[src/rtl/branch_resolve_sequencer_if.sv]
// Bundle of fetch, resolve and predictor-update signals for
// branch_resolve_sequencer.
//   slave  : the sequencer (consumes fetch/resolve, drives update/redirect)
//   master : the surrounding pipeline / testbench
// pipeline_en rides in the bundle because every side sees it.
interface branch_resolve_sequencer_if #(
  parameter int DEPTH = 4,
  parameter int CNT_W = $clog2(DEPTH) + 1
);
  logic             pipeline_en;
  logic             fetch_valid;
  logic [31:0]      fetch_pc;
  logic             fetch_pred_taken;
  logic [31:0]      fetch_pred_target;
  logic             fetch_ready;
  logic             resolve_valid;
  logic             resolve_taken;
  logic [31:0]      resolve_target;
  logic             upd_valid;
  logic [31:0]      upd_pc;
  logic             upd_taken;
  logic             mispredict;
  logic [31:0]      redirect_pc;
  logic [CNT_W-1:0] count;
  logic             underflow_err;

  modport slave (
    input  pipeline_en, fetch_valid, fetch_pc, fetch_pred_taken, fetch_pred_target,
           resolve_valid, resolve_taken, resolve_target,
    output fetch_ready, upd_valid, upd_pc, upd_taken, mispredict, redirect_pc,
           count, underflow_err
  );

  modport master (
    output pipeline_en, fetch_valid, fetch_pc, fetch_pred_taken, fetch_pred_target,
           resolve_valid, resolve_taken, resolve_target,
    input  fetch_ready, upd_valid, upd_pc, upd_taken, mispredict, redirect_pc,
           count, underflow_err
  );
endinterface

[src/rtl/branch_resolve_sequencer.sv]
// branch_resolve_sequencer: in-order queue of predicted branches between
// fetch/decode and execute. Each resolve of the oldest entry issues one
// registered predictor update; a wrong direction or target raises a one-cycle
// redirect, flushes all younger entries and blocks fetch for one cycle.
// Ports:
//   clk, reset : clock, synchronous active-high reset
//   bus        : branch_resolve_sequencer_if.slave (fetch push, resolve pop,
//                update strobe, redirect, occupancy, sticky underflow flag)
module branch_resolve_sequencer #(
  parameter int DEPTH = 4,
  parameter int CNT_W = $clog2(DEPTH) + 1
) (
  input logic                        clk,
  input logic                        reset,
  branch_resolve_sequencer_if.slave  bus
);
  localparam int AW = $clog2(DEPTH);
  localparam logic [0:0] RUN   = 1'b0;
  localparam logic [0:0] FLUSH = 1'b1;

  logic [0:0]       state;
  logic [AW-1:0]    head, tail;
  logic [CNT_W-1:0] count_q;

  logic [31:0] pc_mem  [DEPTH];
  logic        pt_mem  [DEPTH];
  logic [31:0] tgt_mem [DEPTH];

  logic        push, pop, empty_pop, mis;
  logic [31:0] head_pc, head_tgt;
  logic        head_pt;

  assign head_pc  = pc_mem[head];
  assign head_pt  = pt_mem[head];
  assign head_tgt = tgt_mem[head];

  assign bus.fetch_ready = (state == RUN) && (count_q != CNT_W'(DEPTH));
  assign bus.count       = count_q;

  assign push      = bus.fetch_valid && bus.fetch_ready && bus.pipeline_en;
  assign pop       = bus.resolve_valid && bus.pipeline_en && (count_q != '0);
  assign empty_pop = bus.resolve_valid && bus.pipeline_en && (count_q == '0);
  // Target only matters when the branch actually went taken.
  assign mis = pop && ((bus.resolve_taken != head_pt) ||
                       (bus.resolve_taken && (bus.resolve_target != head_tgt)));

  // Entry storage needs no reset: occupancy tracking decides what is valid.
  // A push coinciding with a mispredict is wrong-path and is dropped.
  always_ff @(posedge clk) begin
    if (!reset && push && !mis) begin
      pc_mem[tail]  <= bus.fetch_pc;
      pt_mem[tail]  <= bus.fetch_pred_taken;
      tgt_mem[tail] <= bus.fetch_pred_target;
    end
  end

  always_ff @(posedge clk) begin
    if (reset) begin
      state             <= RUN;
      head              <= '0;
      tail              <= '0;
      count_q           <= '0;
      bus.upd_valid     <= 1'b0;
      bus.upd_pc        <= '0;
      bus.upd_taken     <= 1'b0;
      bus.mispredict    <= 1'b0;
      bus.redirect_pc   <= '0;
      bus.underflow_err <= 1'b0;
    end else begin
      bus.upd_valid  <= pop;
      bus.mispredict <= mis;
      if (pop) begin
        bus.upd_pc    <= head_pc;
        bus.upd_taken <= bus.resolve_taken;
      end
      if (mis)
        bus.redirect_pc <= bus.resolve_taken ? bus.resolve_target : head_pc + 32'd4;
      if (empty_pop)
        bus.underflow_err <= 1'b1;

      // FLUSH lasts one advancing cycle; it stalls with the pipeline.
      if (bus.pipeline_en && state == FLUSH)
        state <= RUN;

      if (mis) begin
        head    <= '0;
        tail    <= '0;
        count_q <= '0;
        state   <= FLUSH;
      end else begin
        if (push) tail <= tail + 1'b1;
        if (pop)  head <= head + 1'b1;
        case ({push, pop})
          2'b10:   count_q <= count_q + 1'b1;
          2'b01:   count_q <= count_q - 1'b1;
          default: count_q <= count_q;
        endcase
      end
    end
  end
endmodule

[src/flat_wrapper.sv]
// flat-port wrapper written by rule: the top's interface ports become plain ports
module branch_resolve_sequencer_flat 
#(
  parameter int DEPTH = 4,
  parameter int CNT_W = $clog2(DEPTH) + 1
)
  (clk, reset, bus_pipeline_en, bus_fetch_valid, bus_fetch_pc, bus_fetch_pred_taken, bus_fetch_pred_target, bus_resolve_valid, bus_resolve_taken, bus_resolve_target, bus_fetch_ready, bus_upd_valid, bus_upd_pc, bus_upd_taken, bus_mispredict, bus_redirect_pc, bus_count, bus_underflow_err);
  branch_resolve_sequencer_if #(.DEPTH(DEPTH), .CNT_W(CNT_W)) bus_i ();
  input logic clk;
  input logic reset;
  input wire logic [$bits(bus_i.pipeline_en)-1:0] bus_pipeline_en;
  input wire logic [$bits(bus_i.fetch_valid)-1:0] bus_fetch_valid;
  input wire logic [$bits(bus_i.fetch_pc)-1:0] bus_fetch_pc;
  input wire logic [$bits(bus_i.fetch_pred_taken)-1:0] bus_fetch_pred_taken;
  input wire logic [$bits(bus_i.fetch_pred_target)-1:0] bus_fetch_pred_target;
  input wire logic [$bits(bus_i.resolve_valid)-1:0] bus_resolve_valid;
  input wire logic [$bits(bus_i.resolve_taken)-1:0] bus_resolve_taken;
  input wire logic [$bits(bus_i.resolve_target)-1:0] bus_resolve_target;
  output wire logic [$bits(bus_i.fetch_ready)-1:0] bus_fetch_ready;
  output wire logic [$bits(bus_i.upd_valid)-1:0] bus_upd_valid;
  output wire logic [$bits(bus_i.upd_pc)-1:0] bus_upd_pc;
  output wire logic [$bits(bus_i.upd_taken)-1:0] bus_upd_taken;
  output wire logic [$bits(bus_i.mispredict)-1:0] bus_mispredict;
  output wire logic [$bits(bus_i.redirect_pc)-1:0] bus_redirect_pc;
  output wire logic [$bits(bus_i.count)-1:0] bus_count;
  output wire logic [$bits(bus_i.underflow_err)-1:0] bus_underflow_err;
  assign bus_i.pipeline_en = bus_pipeline_en;
  assign bus_i.fetch_valid = bus_fetch_valid;
  assign bus_i.fetch_pc = bus_fetch_pc;
  assign bus_i.fetch_pred_taken = bus_fetch_pred_taken;
  assign bus_i.fetch_pred_target = bus_fetch_pred_target;
  assign bus_i.resolve_valid = bus_resolve_valid;
  assign bus_i.resolve_taken = bus_resolve_taken;
  assign bus_i.resolve_target = bus_resolve_target;
  assign bus_fetch_ready = bus_i.fetch_ready;
  assign bus_upd_valid = bus_i.upd_valid;
  assign bus_upd_pc = bus_i.upd_pc;
  assign bus_upd_taken = bus_i.upd_taken;
  assign bus_mispredict = bus_i.mispredict;
  assign bus_redirect_pc = bus_i.redirect_pc;
  assign bus_count = bus_i.count;
  assign bus_underflow_err = bus_i.underflow_err;
  branch_resolve_sequencer #(.DEPTH(DEPTH), .CNT_W(CNT_W)) u_core (.clk(clk), .reset(reset), .bus(bus_i));
endmodule
[config.mk]
export PLATFORM = sky130hd
export DESIGN_NAME = branch_resolve_sequencer_flat
export DESIGN_NICKNAME = d
export VERILOG_FILES = /design/src/rtl/branch_resolve_sequencer_if.sv /design/src/rtl/branch_resolve_sequencer.sv /design/src/flat_wrapper.sv
export SDC_FILE = /design/constraint.sdc
export NUM_CORES = 1
export LEC_CHECK = 0
export ABC_AREA = 1
export BUFFER_PORTS_ARGS = -buffer_cell sky130_fd_sc_hd__buf_2
export CAP_MARGIN = 15
export CORE_MARGIN = 8
export CORE_UTILIZATION = 48
export CTS_CLUSTER_SIZE = 16
export DETAILED_ROUTE_END_ITERATION = 12
export GPL_TIMING_DRIVEN = 0
export HOLD_SLACK_MARGIN = 0.12
export PLACE_DENSITY = 0.7
export SLEW_MARGIN = 20
export SYNTH_ARGS = -nofsm -noshare
export SYNTH_HDL_FRONTEND = slang
export SYNTH_SLANG_ARGS = --single-unit
[constraint.sdc]
create_clock -name clk -period 4.55 [get_ports clk]
set_input_delay 0.455 -clock clk [delete_from_list [all_inputs] [get_ports clk]]
set_output_delay 0.455 -clock clk [all_outputs]
set_load 0.05 [all_outputs]
==> metrics.txt <==
# TYPE chip_impl_metric gauge
chip_impl_metric{name="ys_seq_area_share",unit="%"} 64.8
chip_impl_metric{name="worst_slew_pin_slew",unit="ns"} 0.707
chip_impl_metric{name="area_delta_synth_final",unit="%"} 19.7
chip_impl_metric{name="cts_sinks",unit=""} 338
chip_impl_metric{name="cp_data_arrival_time",unit="ns"} 4.40
chip_impl_metric{name="io_pins",unit=""} 175
chip_impl_metric{name="die_height",unit="um"} 190
chip_impl_metric{name="drt_pre_antenna_iters",unit=""} 6
chip_impl_metric{name="placed_cell_area",unit="mm^2"} 0.0161
chip_impl_metric{name="synth.yosys.warnings",unit=""} 0
chip_impl_metric{name="final_period_demand_of_the_worst_path",unit="ns"} 4.18
chip_impl_metric{name="dr.first_iter.drc_count",unit=""} 1064
chip_impl_metric{name="floorplan.core_area",unit="mm^2"} 0.0296
chip_impl_metric{name="min_period_over_period",unit="%"} 91.9
chip_impl_metric{name="ff_latch_area",unit="mm^2"} 0.00937
chip_impl_metric{name="power.static_leakage",unit="nW"} 7.11
chip_impl_metric{name="post-cts-setup-buffer-count",unit=""} 0
chip_impl_metric{name="finalMaxSlewViolations",unit=""} 0
chip_impl_metric{name="final_hold_viol_count",unit=""} 0
chip_impl_info{name="most_common_library_cell_in_the_layout_ignoring_fill_and_taps",value="sky130_fd_sc_hd__nand2_1"} 1
chip_impl_metric{name="finish.instance_area",unit="mm^2"} 0.0173
chip_impl_metric{name="synth_fp_nets",unit=""} 1553
chip_impl_metric{name="drc",unit=""} 0
chip_impl_metric{name="power-per-cell-area",unit="mW/mm^2"} 419
chip_impl_metric{name="number_of_global_route_vias_before_repair",unit=""} 11000
chip_impl_metric{name="avgSynthCellArea",unit="um^2"} 10.0
chip_impl_metric{name="die-area",unit="mm^2"} 0.0359
chip_impl_info{name="timing.critical_path.to_type",value="flop"} 1
chip_impl_metric{name="netlist_instances",unit=""} 1443
chip_impl_metric{name="worst_skew",unit="ns"} 0.0194
chip_impl_metric{name="ctsLongestPathBuffers",unit=""} 3
chip_impl_metric{name="later_pin_clock_latency_in_the_skew_report",unit="ns"} 0.53
chip_impl_info{name="cts_tree",value="done"} 1
chip_impl_info{name="status",value="complete, no violations"} 1
chip_impl_metric{name="grt_first_pass_wirelength",unit="mm"} 63.7
chip_impl_metric{name="pre_cts_slack",unit="ns"} 0.449
chip_impl_metric{name="max_slew_margin",unit="%"} 52.8
chip_impl_metric{name="post_cts_hold_buffer_count",unit=""} 0
chip_impl_metric{name="cap_viol_max_count",unit=""} 0
chip_impl_metric{name="gp_congestion",unit=""} 0.933
chip_impl_metric{name="dp_hpwl",unit="mm"} 31.0
chip_impl_metric{name="route.detailed.wl_per_inst",unit="um"} 20.4
chip_impl_metric{name="post-layout-total-power",unit="mW"} 7.25
chip_impl_metric{name="critical_path_rt",unit="ns"} 4.77
chip_impl_metric{name="synth_area",unit="mm^2"} 0.0145
chip_impl_metric{name="floorplan.initialDensity",unit="%"} 48.8
chip_impl_metric{name="num-fill-cells",unit=""} 2549
chip_impl_metric{name="netlist-cell-type-count",unit=""} 36
chip_impl_metric{name="peak_supply_drop",unit="V"} 0.000271
chip_impl_metric{name="die_x",unit="um"} 190
chip_impl_info{name="startpoint_type",value="flop"} 1
chip_impl_metric{name="final_critical_path_setup_slack",unit="ns"} 0.369
chip_impl_metric{name="antenna_found_initial",unit=""} 6
chip_impl_info{name="critical_path_class",value="flop to flop"} 1
chip_impl_metric{name="drive_gt1_share",unit="%"} 18.1
chip_impl_info{name="ctsRootBufferMaster",value="sky130_fd_sc_hd__clkbuf_16"} 1
chip_impl_metric{name="vias",unit=""} 11400
chip_impl_metric{name="cts.clk_slew.worst_paths",unit="ns"} 0.06
chip_impl_metric{name="multiInputGateArea",unit="mm^2"} 0.00444
chip_impl_metric{name="tritoncts.num_buffers",unit=""} 35
chip_impl_metric{name="fin_util",unit="%"} 58.4
chip_impl_metric{name="postSynthRegisterBits",unit=""} 338
chip_impl_info{name="grt_setup_unrepaired",value="false"} 1
chip_impl_metric{name="timing.final.setup_violations",unit=""} 0
chip_impl_metric{name="detail_route_antenna_nets",unit=""} 0
chip_impl_metric{name="drt_wl_total",unit="mm"} 42.6
chip_impl_metric{name="all_layer_gr_usage",unit="%"} 23.2
chip_impl_metric{name="routed_via_density",unit=""} 5.47
chip_impl_metric{name="std_cell_rows",unit=""} 63
chip_impl_metric{name="clock_tree.htree_level_count",unit=""} 2
chip_impl_metric{name="ctsResizeCount",unit=""} 0
chip_impl_info{name="most-common-layout-cells",value="497 x sky130_fd_sc_hd__nand2_1, 260 x sky130_fd_sc_hd__edfxtp_1, 189 x sky130_fd_sc_hd__buf_2, 183 x sky130_fd_sc_hd__nand3_1, 97 x sky130_fd_sc_hd__nor2_1"} 1
chip_impl_info{name="hold_path_class",value="input pin to flop"} 1
chip_impl_metric{name="fin_tns_setup",unit="ns"} 0
chip_impl_metric{name="peak_freq",unit="GHz"} 0.239
chip_impl_metric{name="crit_path_max_fanout",unit=""} 18
chip_impl_metric{name="grt_overflow_total",unit=""} 0
chip_impl_metric{name="fin_nets",unit=""} 1776
chip_impl_metric{name="grt_start_max_net_pins",unit=""} 23
chip_impl_metric{name="portBuffers",unit=""} 174
==> where the power goes <==
part | switching (mW) | total [mW] | internal (mW)
Sequential | 0.0439 | 3.45 | 3.41
Combinational | 0.666 | 0.918 | 0.252
Clock | 1.19 | 2.88 | 1.70
Total | 1.90 | 7.25 | 5.35
==> cells by family (layout without fill, tap and decap cells) <==
logic type | Yosys count | count (layout) | synth area share (%)
other | 0 | 2 | 0
flip-flops | 338 | 338 | 64.8
AND/OR/NAND/NOR | 824 | 824 | 24.0
XOR/XNOR | 20 | 20 | 1.21
buffers and inverters | 129 | 379 | 4.69
AO/OA/AOI/OAI | 125 | 125 | 4.64
adder cells (fa/ha/maj) | 7 | 7 | 0.658
==> registers in the layout (all words and copies together), names as in the netlist, 2 cells and up, named ones only <==
signal                  count
u_core.tail                 2
u_core.bus.count            3
u_core.bus.upd_pc          32
u_core.tgt_mem            128
u_core.head                 2
u_core.pc_mem             128
u_core.bus.redirect_pc     32
u_core.pt_mem               4
==> worst max-delay path, cell delays in order, from the launching register on <==
cell and delay (ns):
sky130_fd_sc_hd__dfxtp_1 0.35, sky130_fd_sc_hd__inv_2 0.06, sky130_fd_sc_hd__clkbuf_1 0.47, sky130_fd_sc_hd__nand3_1 0.17, sky130_fd_sc_hd__nand2_1 0.11, sky130_fd_sc_hd__xor2_1 0.21, sky130_fd_sc_hd__nand2_1 0.12, sky130_fd_sc_hd__nor2_1 0.18
sky130_fd_sc_hd__nand3_1 0.29, sky130_fd_sc_hd__o21ai_4 0.46, sky130_fd_sc_hd__nand2_1 0.35, sky130_fd_sc_hd__nor2_4 0.64, sky130_fd_sc_hd__buf_16 0.25, sky130_fd_sc_hd__buf_16 0.18
==> path summary, 6_finish.rpt <==
path | depth (start not counted) | startpoint | slack, ns | endpoint
worst max-delay path | 13 | flop | 0.37 | u_core.pc_mem[2][6]
worst min-delay path | 1 | bus_fetch_pred_target[9] | 0.15 | u_core.tgt_mem[2][9]
worst max register to register | 13 | flop | 0.37 | u_core.pc_mem[2][6]
worst min register to register | 1 | u_core.bus.underflow_err | 0.46 | u_core.bus.underflow_err
==> area by class of cell <==
class / instances / area share (%)
antenna: 2 / 0.0289
buffer: 68 / 2.58
clock buffer: 44 / 5.62
clock inverter: 20 / 1.08
inverter: 61 / 1.34
multi-input combinational: 976 / 25.7
sequential: 338 / 54.2
tap: 390 / 2.82
timing repair buffer: 186 / 6.73
==> synthesized netlist by cell type <==
cell                       count  area share (%)
sky130_fd_sc_hd__ha_1          6            0.52
sky130_fd_sc_hd__o21ai_4       1            0.11
sky130_fd_sc_hd__nand4_1      17            0.74
sky130_fd_sc_hd__o31ai_1       1           0.052
sky130_fd_sc_hd__dfxtp_1      78              11
sky130_fd_sc_hd__clkbuf_1     19            0.49
sky130_fd_sc_hd__nand3_2       1           0.069
sky130_fd_sc_hd__nor4_1        1           0.043
sky130_fd_sc_hd__o211ai_1      5            0.26
sky130_fd_sc_hd__nand3_1     183             6.3
sky130_fd_sc_hd__or2_2         3            0.13
sky130_fd_sc_hd__buf_4        12            0.62
sky130_fd_sc_hd__nor2_2        3            0.13
sky130_fd_sc_hd__a32oi_1       1           0.061
sky130_fd_sc_hd__nand3b_1     11            0.57
sky130_fd_sc_hd__o22ai_1       2           0.087
sky130_fd_sc_hd__inv_4         1           0.043
sky130_fd_sc_hd__a31oi_1       8            0.35
sky130_fd_sc_hd__fa_1          1            0.14
sky130_fd_sc_hd__nor3_1        1           0.035
sky130_fd_sc_hd__nand2_1     497              13
sky130_fd_sc_hd__o21ai_0      62             2.1
sky130_fd_sc_hd__buf_2        15            0.52
sky130_fd_sc_hd__buf_6        17             1.3
sky130_fd_sc_hd__nor2_4        3            0.23
sky130_fd_sc_hd__o21a_1        1           0.052
sky130_fd_sc_hd__inv_1        56             1.5
sky130_fd_sc_hd__nor2_1      101             2.6
sky130_fd_sc_hd__buf_1         5            0.13
sky130_fd_sc_hd__nand2_2       1           0.043
sky130_fd_sc_hd__inv_2         4            0.10
sky130_fd_sc_hd__a21oi_1      44             1.5
sky130_fd_sc_hd__edfxtp_1    260              54
sky130_fd_sc_hd__nor3_2        2            0.14
sky130_fd_sc_hd__xnor2_1       3            0.18
sky130_fd_sc_hd__xor2_1       17             1.0
==> metrics by stage <==
step                instances  hold slack (ns)
floorplan                1443            0.437
global placement         2007            0.446
detailed placement       2019            0.450
CTS                      2083            0.134
global route             2085            0.139
finish                   2085            0.146
==> layer usage <==
layer / global-route usage [%] / vias to the layer above / share of wire, %
li1: - / 5357 / -
met1: 31.3 / 5414 / 42
met2: 37.1 / 540 / 46
met3: 4.49 / 86 / 9.3
met4: 7.94 / 8 / 3.0
met5: 0 / - / 0.11
No activity file was read; power rests on OpenSTA's default activity.
